## config.mk

```make
export PLATFORM = sky130hd
export DESIGN_NAME = repadd_mult_ctrl_flat
export DESIGN_NICKNAME = d
export VERILOG_FILES = /design/src/rtl/mult_pkg.sv /design/src/rtl/repadd_mult_ctrl_if.sv /design/src/rtl/repadd_mult_ctrl_prod_acc.sv /design/src/rtl/repadd_mult_ctrl.sv /design/src/flat_wrapper.sv
export SDC_FILE = /design/constraint.sdc
export NUM_CORES = 1
export LEC_CHECK = 0
export ABC_AREA = 1
export CAP_MARGIN = 20
export CORE_MARGIN = 5
export CORE_UTILIZATION = 55
export CTS_CLUSTER_SIZE = 20
export DETAILED_ROUTE_END_ITERATION = 7
export GPL_ROUTABILITY_DRIVEN = 0
export PLACE_DENSITY = 0.85
export SLEW_MARGIN = 40
export SYNTH_ARGS = -nofsm -noshare
export SYNTH_HDL_FRONTEND = slang
export SYNTH_SLANG_ARGS = --single-unit
```

## constraint.sdc

```tcl
create_clock -name clk -period 3.32 [get_ports clk]
set_input_delay 0.498 -clock clk [delete_from_list [all_inputs] [get_ports clk]]
set_output_delay 0.498 -clock clk [all_outputs]
set_load 0.05 [all_outputs]
```

## src/rtl/mult_pkg.sv

```systemverilog
// Shared definitions for the repeated-addition multiplier: default widths and
// the controller state encoding.
package mult_pkg;

  localparam int DATA_W_DEF = 16;
  localparam int PROD_W_DEF = 32;

  typedef enum logic [1:0] {
    ST_IDLE = 2'd0,
    ST_LOAD = 2'd1,
    ST_RUN  = 2'd2,
    ST_DONE = 2'd3
  } state_e;

  // Product width that guarantees A*N never overflows.
  function automatic int prod_width(input int data_w);
    return 2 * data_w;
  endfunction

endpackage

```

## src/rtl/repadd_mult_ctrl_if.sv

```systemverilog
// Bundle of host handshake and down-counter strobes seen by the multiplier
// controller. The controller uses the slave view; host/counter side uses master.
interface repadd_mult_ctrl_if #(
  parameter int DATA_W = 16,
  parameter int PROD_W = 32
);

  logic              start;
  logic [DATA_W-1:0] A;
  logic [DATA_W-1:0] cnt;
  logic              ld_N;
  logic              dec_N;
  logic [PROD_W-1:0] P;
  logic              busy;
  logic              done;

  modport slave (
    input  start,
    input  A,
    input  cnt,
    output ld_N,
    output dec_N,
    output P,
    output busy,
    output done
  );

  modport master (
    output start,
    output A,
    output cnt,
    input  ld_N,
    input  dec_N,
    input  P,
    input  busy,
    input  done
  );

endinterface

```

## src/rtl/repadd_mult_ctrl_prod_acc.sv

```systemverilog
// Product accumulator: synchronous clear, add of a zero-extended addend, or hold.
module prod_acc #(
  parameter int DATA_W = 16,
  parameter int PROD_W = 32
) (
  input  logic              clk,
  input  logic              clr_i,
  input  logic              add_i,
  input  logic [DATA_W-1:0] addend_i,
  output logic [PROD_W-1:0] p_o
);

  logic [PROD_W-1:0] p_q;
  logic [PROD_W-1:0] p_d;
  logic [PROD_W-1:0] addend_ext;

  assign addend_ext = {{(PROD_W-DATA_W){1'b0}}, addend_i};

  always_comb begin
    p_d = p_q;
    if (clr_i) begin
      p_d = '0;
    end else if (add_i) begin
      p_d = p_q + addend_ext;
    end
  end

  always_ff @(posedge clk) begin
    p_q <= p_d;
  end

  assign p_o = p_q;

endmodule

```

## src/rtl/repadd_mult_ctrl.sv

```systemverilog
// Repeated-addition multiplier controller: sequences the external down-counter
// and accumulates the latched multiplicand once per count.
module repadd_mult_ctrl
  import mult_pkg::*;
#(
  parameter int DATA_W = DATA_W_DEF,
  parameter int PROD_W = PROD_W_DEF
) (
  input logic                clk,
  input logic                clr,
  repadd_mult_ctrl_if.slave  bus
);

  state_e            state_q;
  state_e            state_d;
  logic [DATA_W-1:0] a_q;
  logic [DATA_W-1:0] a_d;
  logic              cnt_zero;
  logic              ld_n;
  logic              dec_n;
  logic              busy;
  logic              done;

  assign cnt_zero = (bus.cnt == '0);

  always_comb begin
    state_d = state_q;
    a_d     = a_q;
    ld_n    = 1'b0;
    dec_n   = 1'b0;
    busy    = 1'b0;
    done    = 1'b0;
    unique case (state_q)
      ST_IDLE: begin
        if (bus.start) begin
          a_d     = bus.A;
          state_d = ST_LOAD;
        end
      end
      ST_LOAD: begin
        busy    = 1'b1;
        ld_n    = 1'b1;
        state_d = ST_RUN;
      end
      ST_RUN: begin
        busy = 1'b1;
        // Counter output is registered, so decoding it here forms no loop.
        if (!cnt_zero) begin
          dec_n = 1'b1;
        end else begin
          state_d = ST_DONE;
        end
      end
      ST_DONE: begin
        busy    = 1'b1;
        done    = 1'b1;
        state_d = ST_IDLE;
      end
      default: state_d = ST_IDLE;
    endcase
  end

  always_ff @(posedge clk) begin
    if (clr) begin
      state_q <= ST_IDLE;
      a_q     <= '0;
    end else begin
      state_q <= state_d;
      a_q     <= a_d;
    end
  end

  // LOAD clears the product so a fresh run never inherits the previous result.
  prod_acc #(
    .DATA_W (DATA_W),
    .PROD_W (PROD_W)
  ) u_prod_acc (
    .clk      (clk),
    .clr_i    (clr | ld_n),
    .add_i    (dec_n),
    .addend_i (a_q),
    .p_o      (bus.P)
  );

  assign bus.ld_N  = ld_n;
  assign bus.dec_N = dec_n;
  assign bus.busy  = busy;
  assign bus.done  = done;

endmodule

```

## src/flat_wrapper.sv

```systemverilog
// flat-port wrapper written by rule: the top's interface ports become plain ports
module repadd_mult_ctrl_flat import mult_pkg::*;
#(
  parameter int DATA_W = DATA_W_DEF,
  parameter int PROD_W = PROD_W_DEF
)
  (clk, clr, bus_start, bus_A, bus_cnt, bus_ld_N, bus_dec_N, bus_P, bus_busy, bus_done);
  repadd_mult_ctrl_if #(.DATA_W(DATA_W), .PROD_W(PROD_W)) bus_i ();
  input logic clk;
  input logic clr;
  input wire logic [$bits(bus_i.start)-1:0] bus_start;
  input wire logic [$bits(bus_i.A)-1:0] bus_A;
  input wire logic [$bits(bus_i.cnt)-1:0] bus_cnt;
  output wire logic [$bits(bus_i.ld_N)-1:0] bus_ld_N;
  output wire logic [$bits(bus_i.dec_N)-1:0] bus_dec_N;
  output wire logic [$bits(bus_i.P)-1:0] bus_P;
  output wire logic [$bits(bus_i.busy)-1:0] bus_busy;
  output wire logic [$bits(bus_i.done)-1:0] bus_done;
  assign bus_i.start = bus_start;
  assign bus_i.A = bus_A;
  assign bus_i.cnt = bus_cnt;
  assign bus_ld_N = bus_i.ld_N;
  assign bus_dec_N = bus_i.dec_N;
  assign bus_P = bus_i.P;
  assign bus_busy = bus_i.busy;
  assign bus_done = bus_i.done;
  repadd_mult_ctrl #(.DATA_W(DATA_W), .PROD_W(PROD_W)) u_core (.clk(clk), .clr(clr), .bus(bus_i));
endmodule
```

; Word level (Yosys, flattened, before mapping)
; Cells that the tools add are included.
[word_totals]
in_bits = 35
reg_bits = 50
[op_classes]
reduce_logical = 5
bitwise_logic = 1
muxes = 8
eq_ne = 5
addsub = 1
[op_table]
columns = operator, n
row1 = adder 32 x 16 -> 32 bit, 1
row2 = zero test 16 bit, 1
row3 = case mux 2 bit (4 select lines), 1
row4 = 2-to-1 mux 1 bit, 5
row5 = == test 2 bit (second input constant), 2
row6 = 2-to-1 mux 2 bit, 2
row7 = AND reduction 2 bit, 2
row8 = OR reduction 3 bit, 1
row9 = == test 2 x 1 -> 1 bit (second input constant), 1
row10 = zero test 2 bit, 1
row11 = inequality test 2 x 1 -> 1 bit (second input constant), 1
row12 = inequality test 2 bit (second input constant), 1
row13 = bitwise OR 1 bit, 1

; Logic depth before layout (Yosys ltp)
; Gate-level depths: netlist (run 1).
[logic_depth]
word_depth = 3
mapped_depth = 13
depth_no_buf = 13

; Cells and area by module
; Synthesis (run 1) repeated with hierarchy kept, for this count alone.
[unflattened]
cells_unflattened = 585
area_unflattened_um2 = 3545.9
[by_module_without_submodules]
columns = module, seq_area_each_um2, area_each_um2, cells_per_inst, instances
row1 = prod_acc, 640.6, 2736.4, 476, 1
row2 = repadd_mult_ctrl, 360.3, 809.5, 109, 1

; Worst setup path after synthesis (run 1)
; No wires, ideal clock.
[synth_timing]
path_type = reg2reg
start = reg u_core.u_prod_acc.p_q[0] (netlist: u_core.u_prod_acc.p_o[0])
end = reg u_core.u_prod_acc.p_q[30] (netlist: u_core.u_prod_acc.p_o[30])
synth_period_minus_slack_ns = 2.053
setup_slack_ns = 1.267
n_path_buf = 0
path_stages_with_launch = 11
required_ns = 3.203
arrival_time_ns = 1.937
cell_sequence = dfxtp_1 > ha_1 > fa_1 > nand3_1 > nand3_1 > nand2_1 > nand2_1 > nand2_1 > nand3_2 > a21oi_1 > nor2_1
[synth_via]
elab_chain_cells = 1
[synth_rtl]
columns = item, line
row1 = start: declaration, repadd_mult_ctrl_prod_acc.sv:13  ; logic [PROD_W-1:0] p_q;
row2 = start signal: assignment, repadd_mult_ctrl_prod_acc.sv:29  ; p_q <= p_d;
row3 = adder 32 x 16 -> 32 bit, repadd_mult_ctrl_prod_acc.sv:24  ; p_d = p_q + addend_ext;
; Every way passes these cells.
; A chain may end at the register's enable or synchronous reset.

; Final worst setup path (run 1)
[layout_timing]
start = in bus_cnt[3]
end = out bus_dec_N
[layout_via]
elab_chain_cells = 3
[layout_rtl]
columns = item, line
row1 = start: declaration, flat_wrapper.sv:13  ; input wire logic [$bits(bus_i.cnt)-1:0] bus_cnt;
row2 = zero test 16 bit, repadd_mult_ctrl.sv:24  ; assign cnt_zero = (bus.cnt == '0);
row3 = 2-to-1 mux 1 bit, repadd_mult_ctrl.sv:48  ; if (!cnt_zero) begin
row4 = 2-to-1 mux 1 bit, repadd_mult_ctrl.sv:33  ; unique case (state_q)
row5 = end: declaration, flat_wrapper.sv:15  ; output wire logic [$bits(bus_i.dec_N)-1:0] bus_dec_N;
; Every way passes these cells.

==> flow_summary.toml, run 1 <==
[timing]
finalClockSkew_ps = 14.3
tightest_slew_ps = 512
setup_slack_ps = 874
setup_viol = 0
max_freq_ghz = 0.409
fin_crit_sh = 0.737
fin_crit_ps = 2450
slew_viol_final = 0
fin_setup_tns_ps = 0
hold_viol = 0
rsz0062_at_grt = "false"
relSlewSlack = 0.658

[placed_design]
dp_slack_ps = 832
dp_hpwl_mm = 7.33
io_buffers = 70

[setup_path]
r2r_cells = 12
path_delay_family = "buffers and inverters"
required_ps = 2820
reg2reg_to = "u_core.u_prod_acc.p_o[12]"
path_cells = "clkdlybuf4s50_1, nor2_1, nand2_1, nor2_2, nand2_2, nand2_4, inv_2, buf_12"
crit_type = "in -> out"
arrival_ps = 1950
crit_start = "bus_cnt[3]"
worstSetupEndpointType = "output port"
crit_path_max_fanout = 22
crit_buf_inv = 3
cp_slowest_cell = "clkdlybuf4s50_1"
crit_cells = 8
cp_slowest_stage_delay_ps = 460
worst-r2r-setup-slack_ps = 1240
worstSetupEndpoint = "bus_dec_N"
reg2reg_from = "u_core.u_prod_acc.p_o[0]"
startpoint_type = "input port"

[synthesis]
synth_top_area_share = 0.284
synthCells = 565
ys_warn_count = 0
yosysMostFrequentCell = "nand2_1"
ys_top_cells_by_area = "dfxtp_1, nand2_1, nor2_1"
ys_types = 29
synth_edf_count = 0
synth_fp_nets = 622
synthArstFlopShare = 0
synth_seq_cells = 50
synth_flop_cell = "dfxtp_1"
syn_area_um2 = 3520
synth_common_cells = "nand2_1, nor2_1, inv_1"
yosys.area.top_type = "dfxtp_1"
seq_area_frac_synth = 0.284
avgSynthCellArea_um2 = 6.23

[flow_run]
maxCapViolCount = 0

[clocking]
htree_levels = 2
cts_tree = "done"
clock_latency_ps = 310
cts_buffers = 5
cts.clk_slew.worst_paths_ps = 90
cts-root-buf = "clkbuf_8"
cts_hold_buf = 0
cts_resized = 0
postCtsSetupRepairBufs = 0
cts.sinks = 50
cts_buffer_depth = 2

[power_and_ir_drop]
p_leak_nw = 2.02
power_density_nw_per_um2 = 649
peakVddDrop_uv = 486

[route]
drt_iter0_drc = 195
drc = 0
wl_per_cell_um = 12.8
wl_mm = 9.11
num_vias = 3674
drt-vias-per-instance = 5.15
final_antenna_net_count = 0
dr.pass1.iters = 5

[finish]
nNetsFinal = 692
syn2layout_area_growth_pct = 24.6
regArea_um2 = 1000
diodes = 0
multi_input_area_um2 = 2180
drive_above_1_share = 0.0818
nFillCells = 531
utilization = 0.699

[floorplanning]
die-height_um = 90.0
dieArea_um2 = 8100
fp.coreArea_um2 = 6280
rows = 29
num_io_pins = 71
start_util = 0.561
die_x_um = 90.0

[grt]
grt_pass1_vias = 3449
antenna_found_initial = 0
grt_use_total = 0.224
grt_pass1_wl_mm = 15.4
overflow = 0
grt_max_degree = 27

[run_status]
status = "finished, final reports clean"

[min_path]
hold_class = "reg -> reg"
## logic make-up (layout without fill, tap and decap cells)
family | count (synthesis) | after routing | share of synthesized area
compound gates | 61 | 61 | 0.101
xor+xnor | 7 | 7 | 0.0174
flops | 50 | 50 | 0.284
buf+inv | 83 | 154 | 0.0974
fa+ha+maj | 22 | 22 | 0.0803
simple gates | 342 | 342 | 0.420
## where the power goes
group	internal (mW)	total, mW	switching, mW
clock	0.226	0.426	0.201
combinational	0.543	1.59	1.05
sequential	0.729	0.826	0.0967
## routing by layer
layer | global-route usage | wire length (µm) | vias up
met2 | 0.393 | 4440 | 99
met3 | 0.0401 | 411 | 21
met1 | 0.266 | 4010 | 1651
met4 | 0.0943 | 253 | 0
li1 | - | - | 1903
met5 | 0 | 0 | -
## final cells by class
type                            count  area share
Tap cell                           77      0.0220
Sequential cell                    50       0.228
Inverter                           73      0.0625
Clock buffer                        7      0.0174
Timing Repair Buffer               73       0.167
Multi-Input combinational cell    432       0.496
Clock inverter                      1     0.00685
## registers in the layout, indices dropped and copies added (netlist names)
register / flops
u_core.u_prod_acc.p_o: 32
u_core.state_q: 2
u_core.a_q: 16
## cell usage in the layout, fill, tap and decap left out, drive strengths merged
cell / instances
a211oi: 1
a21oi: 30
and2: 3
buf: 4
bufinv: 1
clkbuf: 7
clkdlybuf4s50: 69
dfxtp: 50
fa: 1
ha: 21
inv: 73
nand2: 163
nand3: 45
nand3b: 1
nand4: 2
nor2: 124
nor3: 3
o21ai: 30
or2: 1
xnor2: 7
## worst min path at each step
stage / endpoint / startpoint / slack, ps / cells after the start
after floorplan: u_core.a_q[10] / u_core.a_q[10] / 460 / 2
after global placement: u_core.a_q[10] / u_core.a_q[10] / 470 / 2
after detailed placement: u_core.a_q[10] / u_core.a_q[10] / 480 / 2
after CTS: u_core.a_q[10] / u_core.a_q[10] / 500 / 2
after global routing: u_core.a_q[11] / u_core.a_q[11] / 530 / 2
final: u_core.a_q[10] / u_core.a_q[10] / 490 / 2
## worst reg2reg max path: stages, from the launching register on
cell     delay (ps)
dfxtp_1         330
ha_1            250
fa_1            460
nand3_1         120
nand3_1         180
nand3_1         120
nand2_1         120
nand2_1         110
nand2_1          50
nand2_1          80
nand3_2          60
nand2_1          80
inv_1            30
## metrics by stage
stage | cells | cell area [µm²] | total power [mW] | hold slack [ps]
2_1_floorplan | 565 | 3520 | 2.02 | 459
3_3_place_gp | 705 | 4280 | 2.37 | 472
3_5_place_dp | 705 | 4280 | 2.42 | 478
4_1_cts | 713 | 4390 | 2.86 | 497
5_1_grt | 713 | 4390 | 3.05 | 527
6_report | 713 | 4390 | 2.85 | 494
Power figures use the tool's default switching activity.
==> run 2: changes to the inputs <==
CORE_UTILIZATION = 52   (was 55)
PLACE_DENSITY = 0.81   (was 0.85)
clock period = 2.48 ns   (was 3.32 ns; I/O delays follow)
==> run 2 against run 1 <==
  * Worst setup slack got worse by 600 ps
  * Critical endpoint is now bus_busy
  * Flip-flop and latch count unchanged
  * First-iteration DRC count increased by 38%
  * Clock skew about the same
  * Worst hold slack improved by 7.8 ps
  * Sequential power increased by 34%
  * Utilization decreased by 4.2 points
  * Final cell count increased by 0.70%
  * Clock power increased by 15%
  * Largest power group unchanged
  * Register-to-register slack got worse by 800 ps
  * Clock-buffer cell count decreased by 2
==> flow_summary.toml, run 2 (same netlist as run 1, synthesis figures left out) <==
[timing]
finalClockSkew_ps = 14.8
relSlewSlack = 0.648
fin_setup_tns_ps = 0
hold_slack_ps = 502
hold_viol = 0
max_freq_ghz = 0.453
slew_viol_final = 0
fin_crit_sh = 0.891
rsz0062_at_grt = "false"
tightest_slew_ps = 526
fin_crit_ps = 2210
setup_viol = 0
setup_slack_ps = 270

[finish]
diodes = 0
drive_above_1_share = 0.0878
instances_no_fill = 718
mostFrequentLayoutCells = "nand2_1, nor2_1, inv_1"
utilization = 0.657
fin_area_um2 = 4390
nNetsFinal = 694
syn2layout_area_growth_pct = 24.7
largest_reg_flops = 32
final_common_cell = "nand2_1"

[clocking]
cts-root-buf = "clkbuf_8"
cts.sinks = 50
cts_hold_buf = 0
cts_tree = "done"
postCtsSetupRepairBufs = 0
cts_buffer_depth = 2
cts.clk_slew.worst_paths_ps = 90
cts_resized = 0
cts_buffers = 5
clock_latency_ps = 310
htree_levels = 2

[placed_design]
io_buffers = 70
place_inst = 710
post_dp_cell_area_um2 = 4300
dp_slack_ps = 406
dp_hpwl_mm = 7.49

[setup_path]
startpoint_type = "flop"
cp_slowest_stage_delay_ps = 800
worstSetupEndpointType = "output port"
crit_start = "u_core.state_q[0]"
path_cells = "inv_1, ha_1, inv_1, clkdlybuf4s50_1"
cp_common_cell = "inv_1"
crit_path_max_fanout = 4
r2r_cells = 11
crit_type = "reg -> out"
reg2reg_from = "u_core.u_prod_acc.p_o[0]"
cp_slowest_cell = "clkdlybuf4s50_1"
arrival_ps = 1840
required_ps = 2110

[route]
drt-vias-per-instance = 5.16
routed-wl-met2_mm = 4.52
top_layer_used = "met4"
drc = 0
wl_mm = 9.33
dr.pass1.iters = 6
final_antenna_net_count = 0
num_vias = 3703
drt_iter0_drc = 270
route.met3.wl_um = 501
wl_per_cell_um = 13.0
drt-met1-wl_mm = 4.09

[min_path]
hold_depth = 2
hold_class = "reg -> reg"
min_from = "u_core.a_q[11]"

[floorplanning]
fp.coreArea_um2 = 6680
rows = 30
dieArea_um2 = 8510
die-height_um = 92.3
start_util = 0.527
die_x_um = 92.3
num_io_pins = 71

[grt]
grt_max_degree = 26
overflow = 0
antenna_found_initial = 0
grt_pass1_wl_mm = 15.8
grt_pass1_vias = 3559
grt_use_total = 0.223

[power_and_ir_drop]
totalPowerFinal_mw = 3.75
power_density_nw_per_um2 = 854
peakVddDrop_uv = 516
p_leak_nw = 2.03

[flow_run]
maxCapViolCount = 0

[run_status]
status = "finished, final reports clean"
run 2: layout make-up:
cell class                 instances  area (µm²)
fill                             613        2290
multi-input combinational        432        2180
sequential                        50        1000
timing repair buffer              75         748
inverter                          73         274
tap                               80         100
clock buffer                       5        68.8
clock inverter                     3        21.3
run 2: per-layer routing:
| layer | GRT usage | vias up |
|---|---|---|
| li1 | - | 1902 |
| met1 | 0.274 | 1651 |
| met2 | 0.405 | 130 |
| met3 | 0.0304 | 20 |
| met4 | 0.0619 | 0 |
| met5 | 0 | - |
run 2: power breakdown:
part / internal, mW / total, mW / leakage [nW] / switching (mW)
sequential: 0.976 / 1.11 / 0.408 / 0.133
combinational: 0.741 / 2.15 / 1.57 / 1.41
clock: 0.199 / 0.491 / 0.0441 / 0.292
run 2: worst paths after layout:
path | end | slack (ps)
worst max register to register | u_core.u_prod_acc.p_o[30] | 440
worst min-delay path | u_core.a_q[11] | 500
worst min register to register | u_core.a_q[11] | 500
worst max-delay path | bus_busy | 270
run 2: critical path, delay by kind of cell (launching register included):
kind,cells,cell delay (ps)
adder cells (fa/ha/maj),1,220
buffers and inverters,3,950
flip-flops,1,370
==> run 3: changes to the inputs <==
clock period = 2.46 ns   (was 2.48 ns; I/O delays follow)
==> run 3 against run 2 <==
  * Global-route usage is 0.37 points lower
  * Clock skew shrank 2.3 ps
  * Final cell count did not move
  * Flip-flop and latch count unchanged
  * Sequential share of layout area hardly changed
  * Via count down 1.7%
==> flow_summary.toml, run 3 (same netlist as run 1, synthesis figures left out) <==
[run_status]
status = "finished, final reports clean"

[clocking]
cts_resized = 0
cts_hold_buf = 0
clock_latency_ps = 310
cts_buffer_depth = 2
cts-root-buf = "clkbuf_8"
cts_buffers = 5
cts.sinks = 50
htree_levels = 2
cts_tree = "done"
postCtsSetupRepairBufs = 0
cts.clk_slew.worst_paths_ps = 90

[placed_design]
dp_hpwl_mm = 7.34
io_buffers = 70

[timing]
hold_viol = 0
fin_crit_ps = 2200
fin_setup_tns_ps = 0
relSlewSlack = 0.643
rsz0062_at_grt = "false"
slew_viol_final = 0
setup_viol = 0
fin_crit_sh = 0.894
tightest_slew_ps = 536
finalClockSkew_ps = 12.5
max_freq_ghz = 0.455

[floorplanning]
die-height_um = 92.3
start_util = 0.527
rows = 30
die_x_um = 92.3
num_io_pins = 71
dieArea_um2 = 8510
fp.coreArea_um2 = 6680

[setup_path]
required_ps = 2090
cp_slowest_stage_delay_ps = 800
path_cells = "inv_1, ha_1, inv_1, clkdlybuf4s50_1"
startpoint_type = "flop"
crit_type = "reg -> out"
cp_common_cell = "inv_1"
cp_slowest_cell = "clkdlybuf4s50_1"
worstSetupEndpointType = "output port"
path_delay_family = "buffers and inverters"
crit_path_max_fanout = 4
arrival_ps = 1830
crit_buf_inv = 3

[finish]
nFillCells = 609
nNetsFinal = 694
syn2layout_area_growth_pct = 24.7
mostFrequentLayoutCells = "nand2_1, nor2_1, inv_1"
diodes = 0
final_common_cell = "nand2_1"
largest_reg_flops = 32
drive_above_1_share = 0.0862

[grt]
overflow = 0
grt_pass1_wl_mm = 15.5
grt_use_total = 0.220
antenna_found_initial = 0
grt_pass1_vias = 3498
grt_max_degree = 26

[route]
final_antenna_net_count = 0
drt_iter0_drc = 268
wl_mm = 9.00
num_vias = 3640
drc = 0
wl_per_cell_um = 12.5
drt-vias-per-instance = 5.07
dr.pass1.iters = 5

[power_and_ir_drop]
peakVddDrop_uv = 531
internal-power_mw = 1.96
power_density_nw_per_um2 = 857
comb_power_share = 0.571
totalPowerFinal_mw = 3.76
switching_share = 0.480
p_seq_frac = 0.297
p_sw_mw = 1.81
power_frac_clock = 0.132
p_leak_nw = 2.03

[min_path]
hold_class = "reg -> reg"

[flow_run]
maxCapViolCount = 0
## run 3: changes by cell type in the layout (fill, tap and decap cells not counted)
cell	before	now
clkbuf_1	0	1
clkbuf_8	5	6
clkinv_4	1	0
clkinvlp_4	1	0
## run 3: area by class of cell
class	count	area (µm²)	share of cell area
multi-input combinational	432	2180	0.496
sequential	50	1000	0.228
timing repair buffer	75	748	0.170
inverter	73	274	0.0624
tap	80	100	0.0228
clock buffer	7	86.3	0.0197
clock inverter	1	5.00	0.00114
## run 3: stage by stage
| step | area [µm²] | setup WS [ps] | utilization | instances | hold slack, ps |
|---|---|---|---|---|---|
| finish | 4390 | 262 | 0.657 | 718 | 501 |
| global route | 4390 | 175 | 0.657 | 718 | 523 |
| CTS | 4390 | 245 | 0.657 | 718 | 503 |
| detailed placement | 4300 | 402 | 0.643 | 710 | 486 |
| global placement | 4300 | 449 | 0.643 | 710 | 470 |
| floorplan | 3520 | 407 | - | 565 | 459 |
## run 3: worst paths after layout
check	start	end	slack, ps	cells after the start
setup / recovery	u_core.state_q[0]	bus_busy	260	4
hold / removal	u_core.a_q[8]	u_core.a_q[8]	500	2
setup reg to reg	u_core.u_prod_acc.p_o[0]	u_core.u_prod_acc.p_o[30]	450	11
hold reg to reg	u_core.a_q[8]	u_core.a_q[8]	500	2
## run 3: power by group through the flow
stage | logic [mW] | registers [mW] | clock network, mW
global route | 2.39 | 1.14 | 0.539
detailed placement | 2.15 | 1.14 | 0
floorplan | 1.34 | 1.38 | 0
CTS | 2.16 | 1.12 | 0.513
finish | 2.15 | 1.12 | 0.497
global placement | 2.11 | 1.13 | 0
## run 3: worst min-delay path, stage by stage, from the launching register on
cell	delay [ps]
dfxtp_1	320
nor2_1	90
nor2_1	50
## run 3: per-layer routing
layer / GRT usage / up-vias / share of wire
li1: - / 1906 / -
met1: 0.274 / 1632 / 0.44
met2: 0.386 / 91 / 0.48
met3: 0.0377 / 11 / 0.054
met4: 0.0631 / 0 / 0.016
met5: 0 / - / 0
